<file path="src/rtl/pred_ctx_seq.sv">
// Purpose: per-PE predicate context sequencer; replays stored control words into the predicate RF stage.
// Latency: start sampled at posedge N drives ctx[0] on the outputs right after posedge N; one context per cycle.
// Backpressure: stall inserts a NOP bubble and holds the pointer; optional context check under PRED_CTX_SEQ_CHECK_EN.
module pred_ctx_seq #(
  parameter int CTX_DEPTH = 16,
  parameter int CTX_AW    = 4
) (
  input  logic              CLK,
  input  logic              RST_N,
  input  logic              cfg_we,
  input  logic [CTX_AW-1:0] cfg_addr,
  input  logic [46:0]       cfg_data,
  input  logic              start,
  input  logic              stall,
  input  logic [CTX_AW-1:0] ctx_last,
  input  logic [7:0]        loop_count,
  output logic              busy,
  output logic              done,
  output logic              err,
  output logic [CTX_AW-1:0] ctx_ptr,
  output logic [8:0]        control_in_p,
  output logic [8:0]        control_out_p,
  output logic [5:0]        control_put_in_p,
  output logic [5:0]        control_put_out_p,
  output logic [5:0]        control_pred,
  output logic [5:0]        control_send_p,
  output logic [3:0]        control_pe2fu_p,
  output logic              write_back_p
);

  typedef struct packed {
    logic [8:0] in_sel;
    logic [8:0] out_sel;
    logic [5:0] put_in;
    logic [5:0] put_out;
    logic [5:0] pred_rd;
    logic [5:0] send;
    logic [3:0] pe2fu;
    logic       wb;
  } ctx_t;

  typedef enum logic [1:0] {
    IDLE = 2'd0,
    RUN  = 2'd1,
    DONE = 2'd2
  } state_t;

  // Context store is deliberately left out of reset so a reset keeps the program.
  ctx_t ctx_mem [CTX_DEPTH];

  state_t            state_q, state_d;
  logic [CTX_AW-1:0] ptr_q, ptr_d;
  logic [7:0]        iter_q, iter_d;
  logic [CTX_AW-1:0] last_q, last_d;
  logic [7:0]        loops_q, loops_d;
  ctx_t              ctrl_q, ctrl_d;

  logic              issue;
  logic [CTX_AW-1:0] issue_idx;
  ctx_t              issue_word;
  logic              mem_we;

  assign mem_we = cfg_we && (state_q == IDLE);

  // Configuration writes, accepted only while idle.
  always_ff @(posedge CLK) begin
    if (mem_we) begin
      ctx_mem[cfg_addr] <= ctx_t'(cfg_data);
    end
  end

  // Next-state, pointer/iteration sequencing and selection of the context to issue.
  always_comb begin
    state_d   = state_q;
    ptr_d     = ptr_q;
    iter_d    = iter_q;
    last_d    = last_q;
    loops_d   = loops_q;
    issue     = 1'b0;
    issue_idx = '0;
    case (state_q)
      IDLE: begin
        ptr_d = '0;
        if (start) begin
          state_d   = RUN;
          iter_d    = '0;
          last_d    = ctx_last;
          loops_d   = loop_count;
          issue     = 1'b1;
          issue_idx = '0;
        end
      end
      RUN: begin
        if (!stall) begin
          if (ptr_q < last_q) begin
            ptr_d     = ptr_q + 1'b1;
            issue     = 1'b1;
            issue_idx = ptr_q + 1'b1;
          end else if (iter_q < loops_q) begin
            ptr_d     = '0;
            iter_d    = iter_q + 8'd1;
            issue     = 1'b1;
            issue_idx = '0;
          end else begin
            state_d = DONE;
          end
        end
      end
      DONE: begin
        state_d = IDLE;
        ptr_d   = '0;
      end
      default: begin
        state_d = IDLE;
        ptr_d   = '0;
      end
    endcase
  end

  // Same-cycle write and start: the freshly written word wins over the stored one.
  always_comb begin
    if (mem_we && (cfg_addr == issue_idx)) begin
      issue_word = ctx_t'(cfg_data);
    end else begin
      issue_word = ctx_mem[issue_idx];
    end
  end

`ifdef PRED_CTX_SEQ_CHECK_EN
  logic err_q, err_d;
  logic word_ok;

  // Only the documented one-hot selects are safe to drive into the RF muxes.
  always_comb begin
    word_ok = (issue_word.in_sel inside {9'h000, 9'h001, 9'h008, 9'h010}) &&
              (issue_word.pe2fu  inside {4'h0, 4'h1, 4'h4, 4'h8});
    ctrl_d  = '0;
    err_d   = err_q;
    if (issue) begin
      if (word_ok) begin
        ctrl_d = issue_word;
      end else begin
        err_d = 1'b1;
      end
    end
  end

  // Sticky error flag, cleared only by reset.
  always_ff @(posedge CLK or negedge RST_N) begin
    if (!RST_N) begin
      err_q <= 1'b0;
    end else begin
      err_q <= err_d;
    end
  end

  assign err = err_q;
`else
  // Contexts are issued verbatim; a NOP whenever nothing is issued.
  always_comb begin
    ctrl_d = '0;
    if (issue) begin
      ctrl_d = issue_word;
    end
  end

  assign err = 1'b0;
`endif

  // State, counters, sampled program limits and the registered control word.
  always_ff @(posedge CLK or negedge RST_N) begin
    if (!RST_N) begin
      state_q <= IDLE;
      ptr_q   <= '0;
      iter_q  <= '0;
      last_q  <= '0;
      loops_q <= '0;
      ctrl_q  <= '0;
    end else begin
      state_q <= state_d;
      ptr_q   <= ptr_d;
      iter_q  <= iter_d;
      last_q  <= last_d;
      loops_q <= loops_d;
      ctrl_q  <= ctrl_d;
    end
  end

  assign busy              = (state_q != IDLE);
  assign done              = (state_q == DONE);
  assign ctx_ptr           = ptr_q;
  assign control_in_p      = ctrl_q.in_sel;
  assign control_out_p     = ctrl_q.out_sel;
  assign control_put_in_p  = ctrl_q.put_in;
  assign control_put_out_p = ctrl_q.put_out;
  assign control_pred      = ctrl_q.pred_rd;
  assign control_send_p    = ctrl_q.send;
  assign control_pe2fu_p   = ctrl_q.pe2fu;
  assign write_back_p      = ctrl_q.wb;

endmodule

</file>
<file path="config.mk">
export PLATFORM = sky130hd
export DESIGN_NAME = pred_ctx_seq
export DESIGN_NICKNAME = d
export VERILOG_FILES = /design/src/rtl/pred_ctx_seq.sv
export SDC_FILE = /design/constraint.sdc
export NUM_CORES = 1
export LEC_CHECK = 0
export CORE_MARGIN = 10
export CORE_UTILIZATION = 39
export DETAILED_ROUTE_END_ITERATION = 16
export GPL_TIMING_DRIVEN = 1
export MAX_ROUTING_LAYER = met4
export SLEW_MARGIN = 5
export SYNTH_ARGS = -nofsm -noshare
export SYNTH_HDL_FRONTEND = slang
export SYNTH_SLANG_ARGS = --single-unit
</file>
<file path="constraint.sdc">
create_clock -name CLK -period 10.5 [get_ports CLK]
set_clock_uncertainty 0.15 [all_clocks]
set_input_delay 2.625 -clock CLK [delete_from_list [all_inputs] [get_ports CLK]]
set_output_delay 2.625 -clock CLK [all_outputs]
set_load 0.01 [all_outputs]
</file>
After elaboration in Yosys (flattened, before gate mapping). Memory sizes are Yosys's and may differ from the RTL's. Index checks and enable logic that the tools add are counted.

Input bits: 68. Memories: 1. RAM bits: 752. Register bits after elaboration: 73.

Memories: ctx_mem (words 16, width 47, rd ports 1, clocked after memory_dff 0, wr ports 1, line 49) `ctx_t ctx_mem [CTX_DEPTH];`.

Eq/ne operators: 9. Add/sub/neg operators: 2. Reduce and logical (&&, ||, !) cells: 9. Order comparisons: 2. Mux-type cells: 26.

Operators by type and width (count): $mux 47 (2); $mux 8 (4); $mux 4 (7); $pmux 8 s2 (1); $ne 2x2->1 const B (5); $add 8x1->8 const B (1); $lt 8x8->1 (1); $mux 2 (4); $mux 1 (6); $reduce_and 5->1 (1); $add 4x1->4 const B (1); $eq 4x4->1 (1); $lt 4x4->1 (1); $pmux 2 s2 (1); $reduce_and 2->1 (2); $reduce_and 4->1 (1); $reduce_bool 2->1 (2); $ne 3x3->1 const B (1); $eq 2x1->1 const B (1); $eq 2x2->1 const B (1); $logic_and 1x1->1 (2); $logic_not 2->1 (1); $pmux 1 s2 (1).

Depth between registers and ports, before layout.
Depth after elaboration: 8. Depth in mapped cells: 12. Mapped depth without buffers: 9.

Worst setup path before layout. No wires, ideal clock.

Kind: input to register. Start point: input stall. End point: memory ctx_mem[0][0] (netlist name) (enable). Slack: 3086 ps. Data required time: 9840 ps. Arrival time: 6755 ps. Setup time: 510 ps. Stages on the path: 5. Path buffers: 0. Path through: nor2_1 o211ai_1 a21oi_1 nand2_1 nor3_1.

RTL lines: start: declaration (line 14) `input logic stall,`; end: declaration (line 49).

==> impl_metrics.py <==
metrics = {
    "status": {
        "run_status": "finished, final reports clean",
    },
    "sta": {
        "drv_slew": 0,
        "fmax_ghz": 0.164,
        "whs_ps": 347,
        "rsz0062_at_grt": "false",
        "period_share_pct": 58.2,
        "fin_setup_tns_ps": 0,
        "min_period_ps": 6110,
        "setup_slack_ps": 4390,
        "setup_viol_count_final": 0,
        "final_hold_viol_count": 0,
        "worstMarginPinSlew_ps": 1130,
        "relSlewSlack_pct": 24.5,
    },
    "global_routing": {
        "grt-ovfl-total": 0,
        "grt_max_degree": 85,
        "grt_pass1_wl_mm": 129,
        "met3_usage_pct": 3.66,
        "busiest_layer": "met2",
        "grt_usage_pct": 18.6,
        "globalRouteMet2Util_pct": 29.5,
        "antenna_found_initial": 2,
        "grt_pass1_vias": 19979,
        "use_met1_pct": 23.6,
    },
    "critical_path": {
        "worstPathRequired_ps": 10640,
        "worstSetupPathType": "input port to flop",
        "reg2reg_from": "ctx_ptr[2]",
        "crit_path_start_kind": "input port",
        "crit_fanout": 19,
        "end_kind": "flop",
        "cp-startpoint": "stall",
        "crit_arrival_ps": 6250,
    },
    "detailed_routing": {
        "drc": 0,
        "drt_iter0_drc": 1933,
        "routedWlPerCell_um": 26.3,
        "drt_wl_total_mm": 88.1,
        "viasPerCell": 5.83,
        "num_vias": 19527,
        "ant_nets": 0,
        "first_pass_iters": 5,
    },
    "synthesis": {
        "syn_area_um2": 32600,
        "synth-main-ff-cell": "edfxtp_1",
        "synthCells": 2101,
        "async_flop_share_pct": 8.85,
        "synth-edff-count": 752,
        "synth.avg_cell_area_um2": 15.5,
        "synth_seq_area_share_pct": 74.8,
        "yosysUniqueCellTypes": 65,
        "ys_warn_count": 0,
        "ys_ff_latch": 825,
        "synth.net_count": 2181,
    },
    "floorplan": {
        "die_w_um": 309,
        "dieArea_um2": 95600,
        "num_io_pins": 122,
        "start_util_pct": 39.5,
        "placementRows": 105,
        "core_um2": 82500,
        "fp.dieH_um": 309,
    },
    "worst_hold_path": {
        "hp-start": "loops_q[0]",
        "hold_class": "flop to flop",
    },
    "clock_network": {
        "cts_buffer_depth": 3,
        "clock_latency_ps": 640,
        "cts_htree_levels": 3,
        "cts-root-buf": "clkbuf_16",
        "postCtsSetupRepairBufs": 0,
        "worst_setup_hold_path_clk_slew_ps": 60,
        "cts_tree": "built",
        "numCtsBuffers": 85,
        "cts_hold_buffers": 0,
        "cts_resized": 0,
        "clock-sinks": 825,
    },
    "pwr": {
        "p_per_area_nw_per_um2": 252,
        "ir_worst_vdd_mv": 0.188,
        "finalPower_mw": 9.58,
        "power_leakage_nw": 12.3,
    },
    "final_layout": {
        "fillCellCount": 7029,
        "syn_to_final_growth_pct": 16.5,
        "final_nets": 2282,
        "drive_above_1_share_pct": 12.1,
    },
    "place": {
        "gp_congestion": 0.766,
        "place_hpwl_mm": 47.6,
        "io_buffer_count": 120,
        "pre_cts_slack_ps": 3790,
    },
    "job": {
        "cap_violations": 0,
    },
}
## logic make-up (layout without fill, tap and decap cells)
group / Yosys count / in the layout / share of synthesized area [%]
flip-flops: 825 / 825 / 74.8
AO/OA/AOI/OAI: 614 / 614 / 12.7
AND/OR/NAND/NOR: 301 / 301 / 4.26
buffers and inverters: 173 / 346 / 2.16
multiplexers: 170 / 170 / 5.44
adder cells (fa/ha/maj): 12 / 12 / 0.460
XOR/XNOR: 5 / 5 / 0.134
other: 1 / 4 / 0.0115
## synth_stat cells (43+ instances only)
master	n	area (um2)
edfxtp_1	752	22600
o22ai_1	161	1010
a21oi_1	132	661
nor2_1	131	492
a211oi_1	115	863
clkbuf_1	114	428
mux2i_1	113	1130
nor3_1	74	370
dfrtp_1	73	1830
o21ai_0	61	305
mux2_2	57	642
o2bb2ai_1	43	377
## through the flow
step	util, %	instances	area (um2)
6_report	46.0	3347	38000
5_1_grt	46.0	3346	38000
4_1_cts	46.0	3344	38000
3_5_place_dp	42.5	3185	35100
3_3_place_gp	42.5	3185	35100
2_1_floorplan	-	2101	32600
## cells in the final DEF, fill, tap and decap left out, drive strengths merged, types with 4 or more instances in the layout
cell type / synthesis / routed
buf: 39 / 50
o311a: 7 / 7
clkbuf: 116 / 118
clkinv: 2 / 27
or4: 6 / 6
a21oi: 133 / 133
mux2: 57 / 57
a2111oi: 5 / 5
o2bb2ai: 43 / 43
o21ba: 5 / 5
clkinvlp: 0 / 5
dfrtp: 73 / 73
edfxtp: 752 / 752
o311ai: 6 / 6
nor2b: 4 / 4
nand2: 37 / 37
a21o: 4 / 4
o211ai: 10 / 10
inv: 16 / 19
bufinv: 0 / 8
nand2b: 6 / 6
a211o: 5 / 5
o221ai: 28 / 28
and2: 20 / 20
ha: 12 / 12
nor3: 74 / 74
nand3: 8 / 8
mux2i: 113 / 113
a2bb2oi: 13 / 13
clkdlybuf4s50: 0 / 119
o21ai: 63 / 63
a211oi: 116 / 116
o22ai: 161 / 161
a221oi: 4 / 4
nor2: 132 / 132
## routing by layer
| metal | vias up | part of all wire [%] |
|---|---|---|
| met5 | - | 0 |
| met4 | 0 | 3.0 |
| met3 | 188 | 7.6 |
| met2 | 840 | 48 |
| met1 | 9888 | 41 |
| li1 | 8611 | - |
## sequential cells by signal, summed over array words and instances, names as in the netlist, 6 cells and up
| name | flops |
|---|---|
| control_send_p | 6 |
| control_pred | 6 |
| iter_q | 8 |
| loops_q | 8 |
| control_put_in_p | 6 |
| control_put_out_p | 6 |
| ctx_mem | 752 |
| control_in_p | 9 |
| control_out_p | 9 |
## critical path, stage by stage
cell	delay (ps)
clkdlybuf4s50_1	540
nor2_1	550
o211ai_1	190
buf_4	260
a21oi_1	400
nand2_1	310
nor3_2	880
buf_4	480
## power breakdown
group | internal [mW] | switching [mW] | total, mW
sequential | 3.71 | 0.120 | 3.83
combinational | 0.914 | 1.77 | 2.69
clock | 1.78 | 1.28 | 3.06
total | 6.41 | 3.17 | 9.58
## final cells by class
cell class	count	area [um2]	area share, %
Timing Repair Buffer	169	1570	4.12
Multi-Input combinational cell	1103	7710	20.3
Tap cell	1070	1340	3.52
Clock inverter	41	528	1.39
Sequential cell	825	24400	64.3
Clock buffer	118	2350	6.19
Inverter	18	71.3	0.188
Antenna cell	3	7.51	0.0198
## path summary, 6_finish.rpt
path / to / slack (ps) / cells after the start
worst max-delay path: ctx_mem[0][40] / 4390 / 8
worst min-delay path: loops_q[0] / 350 / 2
worst max register to register: ctx_mem[0][40] / 5720 / 9
worst min register to register: loops_q[0] / 350 / 2
max in group asynchronous: ctx_ptr[0] / 7070 / 2
min in group asynchronous: control_pe2fu_p[1] / 1850 / 1
(Power assumes the default switching activity.)
